**config.mk**
```make
export PLATFORM = sky130hd
export DESIGN_NAME = mem_wb_stage_flat
export DESIGN_NICKNAME = d
export VERILOG_FILES = /design/src/rtl/riscv_pkg.sv /design/src/rtl/mem_wb_stage_if.sv /design/src/rtl/load_extend.sv /design/src/rtl/mem_wb_stage.sv /design/src/flat_wrapper.sv
export SDC_FILE = /design/constraint.sdc
export NUM_CORES = 1
export LEC_CHECK = 0
export CAP_MARGIN = 25
export CORE_AREA = 2 2 141 143
export CTS_CLUSTER_DIAMETER = 150
export DETAILED_ROUTE_END_ITERATION = 12
export DIE_AREA = 0 0 143 145
export PLACE_DENSITY_LB_ADDON = 0.15
export SETUP_SLACK_MARGIN = 0.2
export SYNTH_ARGS = -nofsm -noshare
export SYNTH_HDL_FRONTEND = slang
export SYNTH_SLANG_ARGS = --single-unit
```
**constraint.sdc**
```tcl
create_clock -name clk -period 5.25 [get_ports clk]
set_input_delay 1.05 -clock clk [delete_from_list [all_inputs] [get_ports clk]]
set_output_delay 1.05 -clock clk [all_outputs]
set_load 0.1 [all_outputs]
```
**src/rtl/riscv_pkg.sv**
```systemverilog
// ============================================================================
// riscv_pkg : opcodes, funct3 codes, address regions and MMIO map for the
//             three-stage RISC-V pipeline.
// Revision  : 1.0
// ============================================================================
`default_nettype none

package riscv_pkg;

  localparam logic [6:0] OPC_LOAD   = 7'b0000011;
  localparam logic [6:0] OPC_STORE  = 7'b0100011;
  localparam logic [6:0] OPC_OPIMM  = 7'b0010011;
  localparam logic [6:0] OPC_OP     = 7'b0110011;
  localparam logic [6:0] OPC_LUI    = 7'b0110111;
  localparam logic [6:0] OPC_AUIPC  = 7'b0010111;
  localparam logic [6:0] OPC_JAL    = 7'b1101111;
  localparam logic [6:0] OPC_JALR   = 7'b1100111;

  localparam logic [2:0] F3_B  = 3'b000;
  localparam logic [2:0] F3_H  = 3'b001;
  localparam logic [2:0] F3_W  = 3'b010;
  localparam logic [2:0] F3_BU = 3'b100;
  localparam logic [2:0] F3_HU = 3'b101;

  localparam logic [3:0] REGION_DMEM      = 4'b0001;
  localparam logic [3:0] REGION_IMEM      = 4'b0010;
  localparam logic [3:0] REGION_DMEM_IMEM = 4'b0011;
  localparam logic [3:0] REGION_BIOS      = 4'b0100;
  localparam logic [3:0] REGION_MMIO      = 4'b1000;

  localparam logic [31:0] MMIO_UART_CTRL = 32'h8000_0000;
  localparam logic [31:0] MMIO_UART_RX   = 32'h8000_0004;
  localparam logic [31:0] MMIO_UART_TX   = 32'h8000_0008;
  localparam logic [31:0] MMIO_CYCLE     = 32'h8000_0010;
  localparam logic [31:0] MMIO_INSTRET   = 32'h8000_0014;
  localparam logic [31:0] MMIO_CNT_CLR   = 32'h8000_0018;

  function automatic logic writes_rd(input logic [6:0] opc);
    return (opc == OPC_LOAD)  || (opc == OPC_OPIMM) || (opc == OPC_OP)  ||
           (opc == OPC_LUI)   || (opc == OPC_AUIPC) || (opc == OPC_JAL) ||
           (opc == OPC_JALR);
  endfunction

endpackage

`default_nettype wire

```
**src/rtl/mem_wb_stage_if.sv**
```systemverilog
// ============================================================================
// mem_wb_stage_if : memory (DMEM/BIOS/IMEM) and UART ports of the MW stage.
// Revision        : 1.0
// ============================================================================
`default_nettype none

interface mem_wb_stage_if;
  logic        dmem_en;
  logic [3:0]  dmem_we;
  logic [13:0] dmem_addr;
  logic [31:0] dmem_din;
  logic [31:0] dmem_dout;
  logic        bios_enb;
  logic [11:0] bios_addrb;
  logic [31:0] bios_doutb;
  logic        imem_ena;
  logic [3:0]  imem_wea;
  logic [13:0] imem_addra;
  logic [31:0] imem_dina;
  logic [7:0]  uart_rx_data_out;
  logic        uart_rx_data_out_valid;
  logic        uart_rx_data_out_ready;
  logic [7:0]  uart_tx_data_in;
  logic        uart_tx_data_in_valid;
  logic        uart_tx_data_in_ready;

  modport master (
    output dmem_en, dmem_we, dmem_addr, dmem_din,
    input  dmem_dout,
    output bios_enb, bios_addrb,
    input  bios_doutb,
    output imem_ena, imem_wea, imem_addra, imem_dina,
    input  uart_rx_data_out, uart_rx_data_out_valid,
    output uart_rx_data_out_ready,
    output uart_tx_data_in, uart_tx_data_in_valid,
    input  uart_tx_data_in_ready
  );

  modport slave (
    input  dmem_en, dmem_we, dmem_addr, dmem_din,
    output dmem_dout,
    input  bios_enb, bios_addrb,
    output bios_doutb,
    input  imem_ena, imem_wea, imem_addra, imem_dina,
    output uart_rx_data_out, uart_rx_data_out_valid,
    input  uart_rx_data_out_ready,
    input  uart_tx_data_in, uart_tx_data_in_valid,
    output uart_tx_data_in_ready
  );
endinterface

`default_nettype wire

```
**src/rtl/load_extend.sv**
```systemverilog
// ============================================================================
// load_extend : selects byte/half/word from a loaded word and extends it.
// Revision    : 1.0
// ============================================================================
`default_nettype none

module load_extend
  import riscv_pkg::*;
(
  input  logic [31:0] word,
  input  logic [1:0]  off,
  input  logic [2:0]  funct3,
  output logic [31:0] result
);

  logic [31:0] shifted;
  logic [7:0]  byte_sel;
  logic [15:0] half_sel;

  always_comb begin
    shifted  = word >> {off, 3'b000};
    byte_sel = shifted[7:0];
    half_sel = off[1] ? word[31:16] : word[15:0];
    case (funct3)
      F3_B:    result = {{24{byte_sel[7]}}, byte_sel};
      F3_BU:   result = {24'b0, byte_sel};
      F3_H:    result = {{16{half_sel[15]}}, half_sel};
      F3_HU:   result = {16'b0, half_sel};
      default: result = word;
    endcase
  end

endmodule

`default_nettype wire

```
**src/rtl/mem_wb_stage.sv**
```systemverilog
// ============================================================================
// mem_wb_stage : memory/writeback stage - memory and MMIO issue, MW registers,
//                load extension, writeback. Optional macro MMIO_COUNTERS_EN.
// Revision     : 1.0
// ============================================================================
`default_nettype none

module mem_wb_stage
  import riscv_pkg::*;
#(
  parameter logic [31:0] RESET_PC = 32'h4000_0000
) (
  input  logic                  clk,
  input  logic                  rst,
  input  logic                  x_valid,
  input  logic [31:0]           x_inst,
  input  logic [31:0]           x_pc,
  input  logic [31:0]           x_alu,
  input  logic [31:0]           x_rs2,
  mem_wb_stage_if.master        bus,
  output logic                  wb_we,
  output logic [4:0]            wb_wa,
  output logic [31:0]           wb_wd
);

  logic        go, is_load, is_store, dmem_hit, imem_hit, mmio_ld, mmio_st;
  logic [3:0]  region, st_mask;
  logic [31:0] st_data, cycle_cnt, instret_cnt;

  logic [31:0] inst_d, inst_q, pc_d, pc_q, alu_d, alu_q, io_rdata_d, io_rdata_q;
  logic        valid_d, valid_q;

  logic [31:0] ld_word, ld_data;

  // ---------------- X cycle: access issue ----------------
  always_comb begin
    go       = x_valid & ~rst;
    is_load  = (x_inst[6:0] == OPC_LOAD);
    is_store = (x_inst[6:0] == OPC_STORE);
    region   = x_alu[31:28];
    dmem_hit = (region == REGION_DMEM) || (region == REGION_DMEM_IMEM);
    imem_hit = ((region == REGION_IMEM) || (region == REGION_DMEM_IMEM)) && x_pc[30];
    mmio_ld  = go & is_load  & (region == REGION_MMIO);
    mmio_st  = go & is_store & (region == REGION_MMIO);

    st_mask = 4'b1111;
    st_data = x_rs2;
    case (x_inst[14:12])
      F3_B: begin
        st_mask = 4'b0001 << x_alu[1:0];
        st_data = {4{x_rs2[7:0]}};
      end
      F3_H: begin
        st_mask = 4'b0011 << {x_alu[1], 1'b0};
        st_data = {2{x_rs2[15:0]}};
      end
      default: ;
    endcase

    bus.dmem_en   = go & dmem_hit & (is_load | is_store);
    bus.dmem_we   = (go & dmem_hit & is_store) ? st_mask : 4'b0000;
    bus.dmem_addr = x_alu[15:2];
    bus.dmem_din  = st_data;

    bus.bios_enb   = go & (region == REGION_BIOS) & is_load;
    bus.bios_addrb = x_alu[13:2];

    bus.imem_ena   = go & imem_hit & is_store;
    bus.imem_wea   = (go & imem_hit & is_store) ? st_mask : 4'b0000;
    bus.imem_addra = x_alu[15:2];
    bus.imem_dina  = st_data;

    bus.uart_rx_data_out_ready = mmio_ld & (x_alu == MMIO_UART_RX);
    // tx_valid is not gated by ready: a store while busy is simply lost
    bus.uart_tx_data_in_valid  = mmio_st & (x_alu == MMIO_UART_TX);
    bus.uart_tx_data_in        = x_rs2[7:0];

    io_rdata_d = 32'b0;
    if (mmio_ld) begin
      case (x_alu)
        MMIO_UART_CTRL: io_rdata_d = {30'b0, bus.uart_rx_data_out_valid, bus.uart_tx_data_in_ready};
        MMIO_UART_RX:   io_rdata_d = {24'b0, bus.uart_rx_data_out};
        MMIO_CYCLE:     io_rdata_d = cycle_cnt;
        MMIO_INSTRET:   io_rdata_d = instret_cnt;
        default:        io_rdata_d = 32'b0;
      endcase
    end

    inst_d  = x_inst;
    pc_d    = x_pc;
    alu_d   = x_alu;
    valid_d = x_valid;
  end

  // ---------------- Counters ----------------
`ifdef MMIO_COUNTERS_EN
  logic        cnt_clr;
  logic [31:0] cycle_d, cycle_q, instret_d, instret_q;

  always_comb begin
    cnt_clr   = mmio_st & (x_alu == MMIO_CNT_CLR);
    cycle_d   = cycle_q + 32'd1;
    instret_d = instret_q + {31'b0, valid_q};
    if (cnt_clr) begin
      cycle_d   = 32'b0;
      instret_d = 32'b0;
    end
  end

  always_ff @(posedge clk) begin
    if (rst) begin
      cycle_q   <= 32'b0;
      instret_q <= 32'b0;
    end else begin
      cycle_q   <= cycle_d;
      instret_q <= instret_d;
    end
  end

  assign cycle_cnt   = cycle_q;
  assign instret_cnt = instret_q;
`else
  assign cycle_cnt   = 32'b0;
  assign instret_cnt = 32'b0;
`endif

  // ---------------- MW pipeline registers ----------------
  always_ff @(posedge clk) begin
    if (rst) begin
      inst_q     <= 32'b0;
      pc_q       <= RESET_PC;
      alu_q      <= 32'b0;
      valid_q    <= 1'b0;
      io_rdata_q <= 32'b0;
    end else begin
      inst_q     <= inst_d;
      pc_q       <= pc_d;
      alu_q      <= alu_d;
      valid_q    <= valid_d;
      io_rdata_q <= io_rdata_d;
    end
  end

  // ---------------- MW cycle: load data and writeback ----------------
  always_comb begin
    case (alu_q[31:28])
      REGION_DMEM, REGION_DMEM_IMEM: ld_word = bus.dmem_dout;
      REGION_BIOS:                   ld_word = bus.bios_doutb;
      REGION_MMIO:                   ld_word = io_rdata_q;
      default:                       ld_word = 32'b0;
    endcase
  end

  load_extend u_load_extend (
    .word   (ld_word),
    .off    (alu_q[1:0]),
    .funct3 (inst_q[14:12]),
    .result (ld_data)
  );

  always_comb begin
    wb_wa = inst_q[11:7];
    wb_wd = alu_q;
    if (inst_q[6:0] == OPC_LOAD) begin
      wb_wd = ld_data;
    end else if ((inst_q[6:0] == OPC_JAL) || (inst_q[6:0] == OPC_JALR)) begin
      wb_wd = pc_q + 32'd4;
    end
    wb_we = ~rst & valid_q & writes_rd(inst_q[6:0]) & (inst_q[11:7] != 5'd0);
  end

endmodule

`default_nettype wire

```
**src/flat_wrapper.sv**
```systemverilog
// flat-port wrapper written by rule: the top's interface ports become plain ports
module mem_wb_stage_flat import riscv_pkg::*;
#(
  parameter logic [31:0] RESET_PC = 32'h4000_0000
)
  (clk, rst, x_valid, x_inst, x_pc, x_alu, x_rs2, wb_we, wb_wa, wb_wd, bus_dmem_en, bus_dmem_we, bus_dmem_addr, bus_dmem_din, bus_dmem_dout, bus_bios_enb, bus_bios_addrb, bus_bios_doutb, bus_imem_ena, bus_imem_wea, bus_imem_addra, bus_imem_dina, bus_uart_rx_data_out, bus_uart_rx_data_out_valid, bus_uart_rx_data_out_ready, bus_uart_tx_data_in, bus_uart_tx_data_in_valid, bus_uart_tx_data_in_ready);
  mem_wb_stage_if bus_i ();
  input  logic clk;
  input  logic rst;
  input  logic x_valid;
  input  logic [31:0] x_inst;
  input  logic [31:0] x_pc;
  input  logic [31:0] x_alu;
  input  logic [31:0] x_rs2;
  output logic wb_we;
  output logic [4:0] wb_wa;
  output logic [31:0] wb_wd;
  output wire logic [$bits(bus_i.dmem_en)-1:0] bus_dmem_en;
  output wire logic [$bits(bus_i.dmem_we)-1:0] bus_dmem_we;
  output wire logic [$bits(bus_i.dmem_addr)-1:0] bus_dmem_addr;
  output wire logic [$bits(bus_i.dmem_din)-1:0] bus_dmem_din;
  input wire logic [$bits(bus_i.dmem_dout)-1:0] bus_dmem_dout;
  output wire logic [$bits(bus_i.bios_enb)-1:0] bus_bios_enb;
  output wire logic [$bits(bus_i.bios_addrb)-1:0] bus_bios_addrb;
  input wire logic [$bits(bus_i.bios_doutb)-1:0] bus_bios_doutb;
  output wire logic [$bits(bus_i.imem_ena)-1:0] bus_imem_ena;
  output wire logic [$bits(bus_i.imem_wea)-1:0] bus_imem_wea;
  output wire logic [$bits(bus_i.imem_addra)-1:0] bus_imem_addra;
  output wire logic [$bits(bus_i.imem_dina)-1:0] bus_imem_dina;
  input wire logic [$bits(bus_i.uart_rx_data_out)-1:0] bus_uart_rx_data_out;
  input wire logic [$bits(bus_i.uart_rx_data_out_valid)-1:0] bus_uart_rx_data_out_valid;
  output wire logic [$bits(bus_i.uart_rx_data_out_ready)-1:0] bus_uart_rx_data_out_ready;
  output wire logic [$bits(bus_i.uart_tx_data_in)-1:0] bus_uart_tx_data_in;
  output wire logic [$bits(bus_i.uart_tx_data_in_valid)-1:0] bus_uart_tx_data_in_valid;
  input wire logic [$bits(bus_i.uart_tx_data_in_ready)-1:0] bus_uart_tx_data_in_ready;
  assign bus_dmem_en = bus_i.dmem_en;
  assign bus_dmem_we = bus_i.dmem_we;
  assign bus_dmem_addr = bus_i.dmem_addr;
  assign bus_dmem_din = bus_i.dmem_din;
  assign bus_i.dmem_dout = bus_dmem_dout;
  assign bus_bios_enb = bus_i.bios_enb;
  assign bus_bios_addrb = bus_i.bios_addrb;
  assign bus_i.bios_doutb = bus_bios_doutb;
  assign bus_imem_ena = bus_i.imem_ena;
  assign bus_imem_wea = bus_i.imem_wea;
  assign bus_imem_addra = bus_i.imem_addra;
  assign bus_imem_dina = bus_i.imem_dina;
  assign bus_i.uart_rx_data_out = bus_uart_rx_data_out;
  assign bus_i.uart_rx_data_out_valid = bus_uart_rx_data_out_valid;
  assign bus_uart_rx_data_out_ready = bus_i.uart_rx_data_out_ready;
  assign bus_uart_tx_data_in = bus_i.uart_tx_data_in;
  assign bus_uart_tx_data_in_valid = bus_i.uart_tx_data_in_valid;
  assign bus_i.uart_tx_data_in_ready = bus_uart_tx_data_in_ready;
  mem_wb_stage #(.RESET_PC(RESET_PC)) u_core (.clk(clk), .rst(rst), .x_valid(x_valid), .x_inst(x_inst), .x_pc(x_pc), .x_alu(x_alu), .x_rs2(x_rs2), .bus(bus_i), .wb_we(wb_we), .wb_wa(wb_wa), .wb_wd(wb_wd));
endmodule
```
==> metrics.md <==
| Metric | Value |
|---|---|
| Initial Util | `32.8%` |
| WL per Instance | `19.8 um` |
| DRT iter0 DRCs | `427` |
| Max layer used | `met4` |
| Most common cell after layout, fill and taps aside | `clkdlybuf4s50_1` |
| Placed cells | `1,250` |
| Number of post-CTS setup repair buffers | `0` |
| WS Path Type | `reg -> out` |
| Area contributors post-synth | `dfxtp_1, buf_4, nor2b_1` |
| Max FO, Critical Path | `17` |
| DRT antenna net count | `0` |
| N_diodes | `0` |
| Post-synth ARST share | `0%` |
| Gpl congestion | `0.902` |
| P&R area growth vs syn | `48.8%` |
| Area of the core | `19,200 um^2` |
| CTS resizes | `0` |
| Via/cell ratio | `5.07` |
| CTS buffer count | `9` |
| Post-synth top area cell | `dfxtp_1` |
| CP Launch Type | `register` |
| Status | `finished clean` |
| Mapped Cells | `766` |
| FF+latch count, synth | `88` |
| Share of post-route cells with drive strength above 1 | `16.1%` |
| FP Rows | `51` |
| Mapped cell area | `6300 um^2` |
| Slew @ Worst Pin | `0.981 ns` |
| Pins Over Slew Limit | `0` |
| Final period util | `85.0%` |
| Post-route DRC violation count | `0` |
| Die ar. | `20,700 um^2` |
| Root buf cell | `clkbuf_16` |
| Syn_nets | `972` |
| Crit path DAT | `3.41 ns` |
| Aggregate global routing overflow | `0` |
| Power density cells | `258 nW/um^2` |
| Crit path time final | `4.46 ns` |
| Vias in the first global route | `6,412` |
| Setup total negative slack | `0 ns` |
| Peak supply drop | `0.147 mV` |
| # hold bufs at CTS | `0` |
| Chip Width | `143 um` |
| Largest net degree at the start of global routing | `82` |
| DP HPWL | `19,900 um` |
| Clk slew on worst S/H paths | `0.07 ns` |
| Leak | `3.54 nW` |
| Synth Warn # | `0` |
| WP data required | `4.20 ns` |
| Initial antenna violation count | `0` |
| Slew HR | `34.4%` |
| Routed length on met2 | `13,000 um` |
| Fin cells | `1,266` |
| Hold Path Class | `in -> reg` |
| Fmax | `224 MHz` |
| Die H | `145 um` |
| CTS Buffer Depth | `2` |
| RSZ-0062 raised after global routing | `no` |
| Sequential area share after synthesis | `28.0%` |
| Num ports | `368` |
| Post-synth cell types | `68` |
| Num Clock Sinks | `88` |
| WL final | `25,100 um` |
| Nature of the critical path endpoint | `output port` |
| Average size of a mapped cell | `8.23 um^2` |
| Vias after detailed routing | `6,413` |
| Synth top area share | `28.0%` |
| Wl on met1 | `10,200 um` |
| Final nets | `1,202` |
| Met3 routed WL | `1350 um` |
| CTS H-tree depth | `3` |
| Most frequent cells in the layout | `clkdlybuf4s50_1, buf_4, nor2b_1, dfxtp_1, nor2_1` |
| Number of enable flip-flop cells after synthesis | `0` |
| Hold Vio Cnt, Final | `0` |
| CTS tree | `built` |
| GRT Total Usage | `23.2%` |
| Final setup viols | `0` |
| Port buffer count | `350` |
| Top_reg_cell synth | `dfxtp_1` |
| First-pass GRT wire length | `36,900 um` |
| First-pass detailed-route iteration total | `5` |
| Max-cap viol count | `0` |
power by group:
part,total (W),switching [W],internal [W]
logic,0.00103,0.000721,0.000305
clock network,0.000654,0.000269,0.000385
registers,0.000737,0.0000361,0.000701
worst paths after layout:
check	startpoint	to	cells after the start
hold / removal	x_inst[10]	u_core.inst_q[10]$_SDFF_PP0_	2
setup / recovery	u_core.alu_q[30]$_SDFF_PP0_	wb_wd[19]	7
registers in the layout, summed over array words and instances (netlist names):
signal and cells:
u_core.io_rdata_q 8, u_core.pc_q 32, u_core.alu_q 32, u_core.valid_q 1, u_core.inst_q 15
cells in the mapped netlist (14+ instances only):
cell,number
o211ai_1,19
a21oi_1,34
o21ai_0,21
mux2_2,16
buf_4,98
dfxtp_1,88
nor2_1,59
clkbuf_1,29
inv_1,14
a22oi_1,16
nor2b_1,88
nand2_1,32
nand4_1,19
worst max-delay path: stages, from the launching register on:
cell and delay, ns:
dfxtp_1 0.82, nor2b_4 0.45, a32oi_1 0.25, a211oi_2 0.50, a21oi_2 0.20, buf_4 0.24
a211oi_1 0.36, buf_12 0.23
stage by stage:
| stage | hold WS (ns) | power, W | worst slack, ns | cell area (um^2) | util (%) |
|---|---|---|---|---|---|
| 3_5_place_dp | 1.61 | 0.00178 | 0.797 | 9070 | 47.2 |
| 2_1_floorplan | 1.15 | 0.00150 | 0.232 | 6310 | - |
| 3_3_place_gp | 1.61 | 0.00178 | 0.821 | 9070 | 47.2 |
| 4_1_cts | 1.24 | 0.00243 | 0.789 | 9380 | 48.8 |
| 5_1_grt | 1.25 | 0.00250 | 0.568 | 9380 | 48.8 |
| 6_report | 1.26 | 0.00242 | 0.789 | 9380 | 48.8 |
cells by family after synthesis:
logic type               synth area share (%)
AND/OR/NAND/NOR                          27.9
AO/OA/AOI/OAI                            21.8
buffers and inverters                    15.7
flip-flops                               28.0
multiplexers                             4.61
XOR/XNOR                                 1.81
adder cells (fa/ha/maj)                 0.199
area by class of cell:
type	instances	area, um^2
Fill cell	1932	9830
Inverter	14	52.6
Tap cell	265	332
Clock inverter	5	63.8
Clock buffer	11	243
Timing Repair Buffer	359	3370
Multi-Input combinational cell	524	3560
Sequential cell	88	1760
metal layers:
layer / vias to the layer above / global-route usage [%]
li1: 3147 / -
met4: 0 / 6.88
met2: 274 / 42.5
met5: - / 0
met1: 2965 / 27.8
met3: 27 / 2.87
Power figures use the tool's default switching activity.
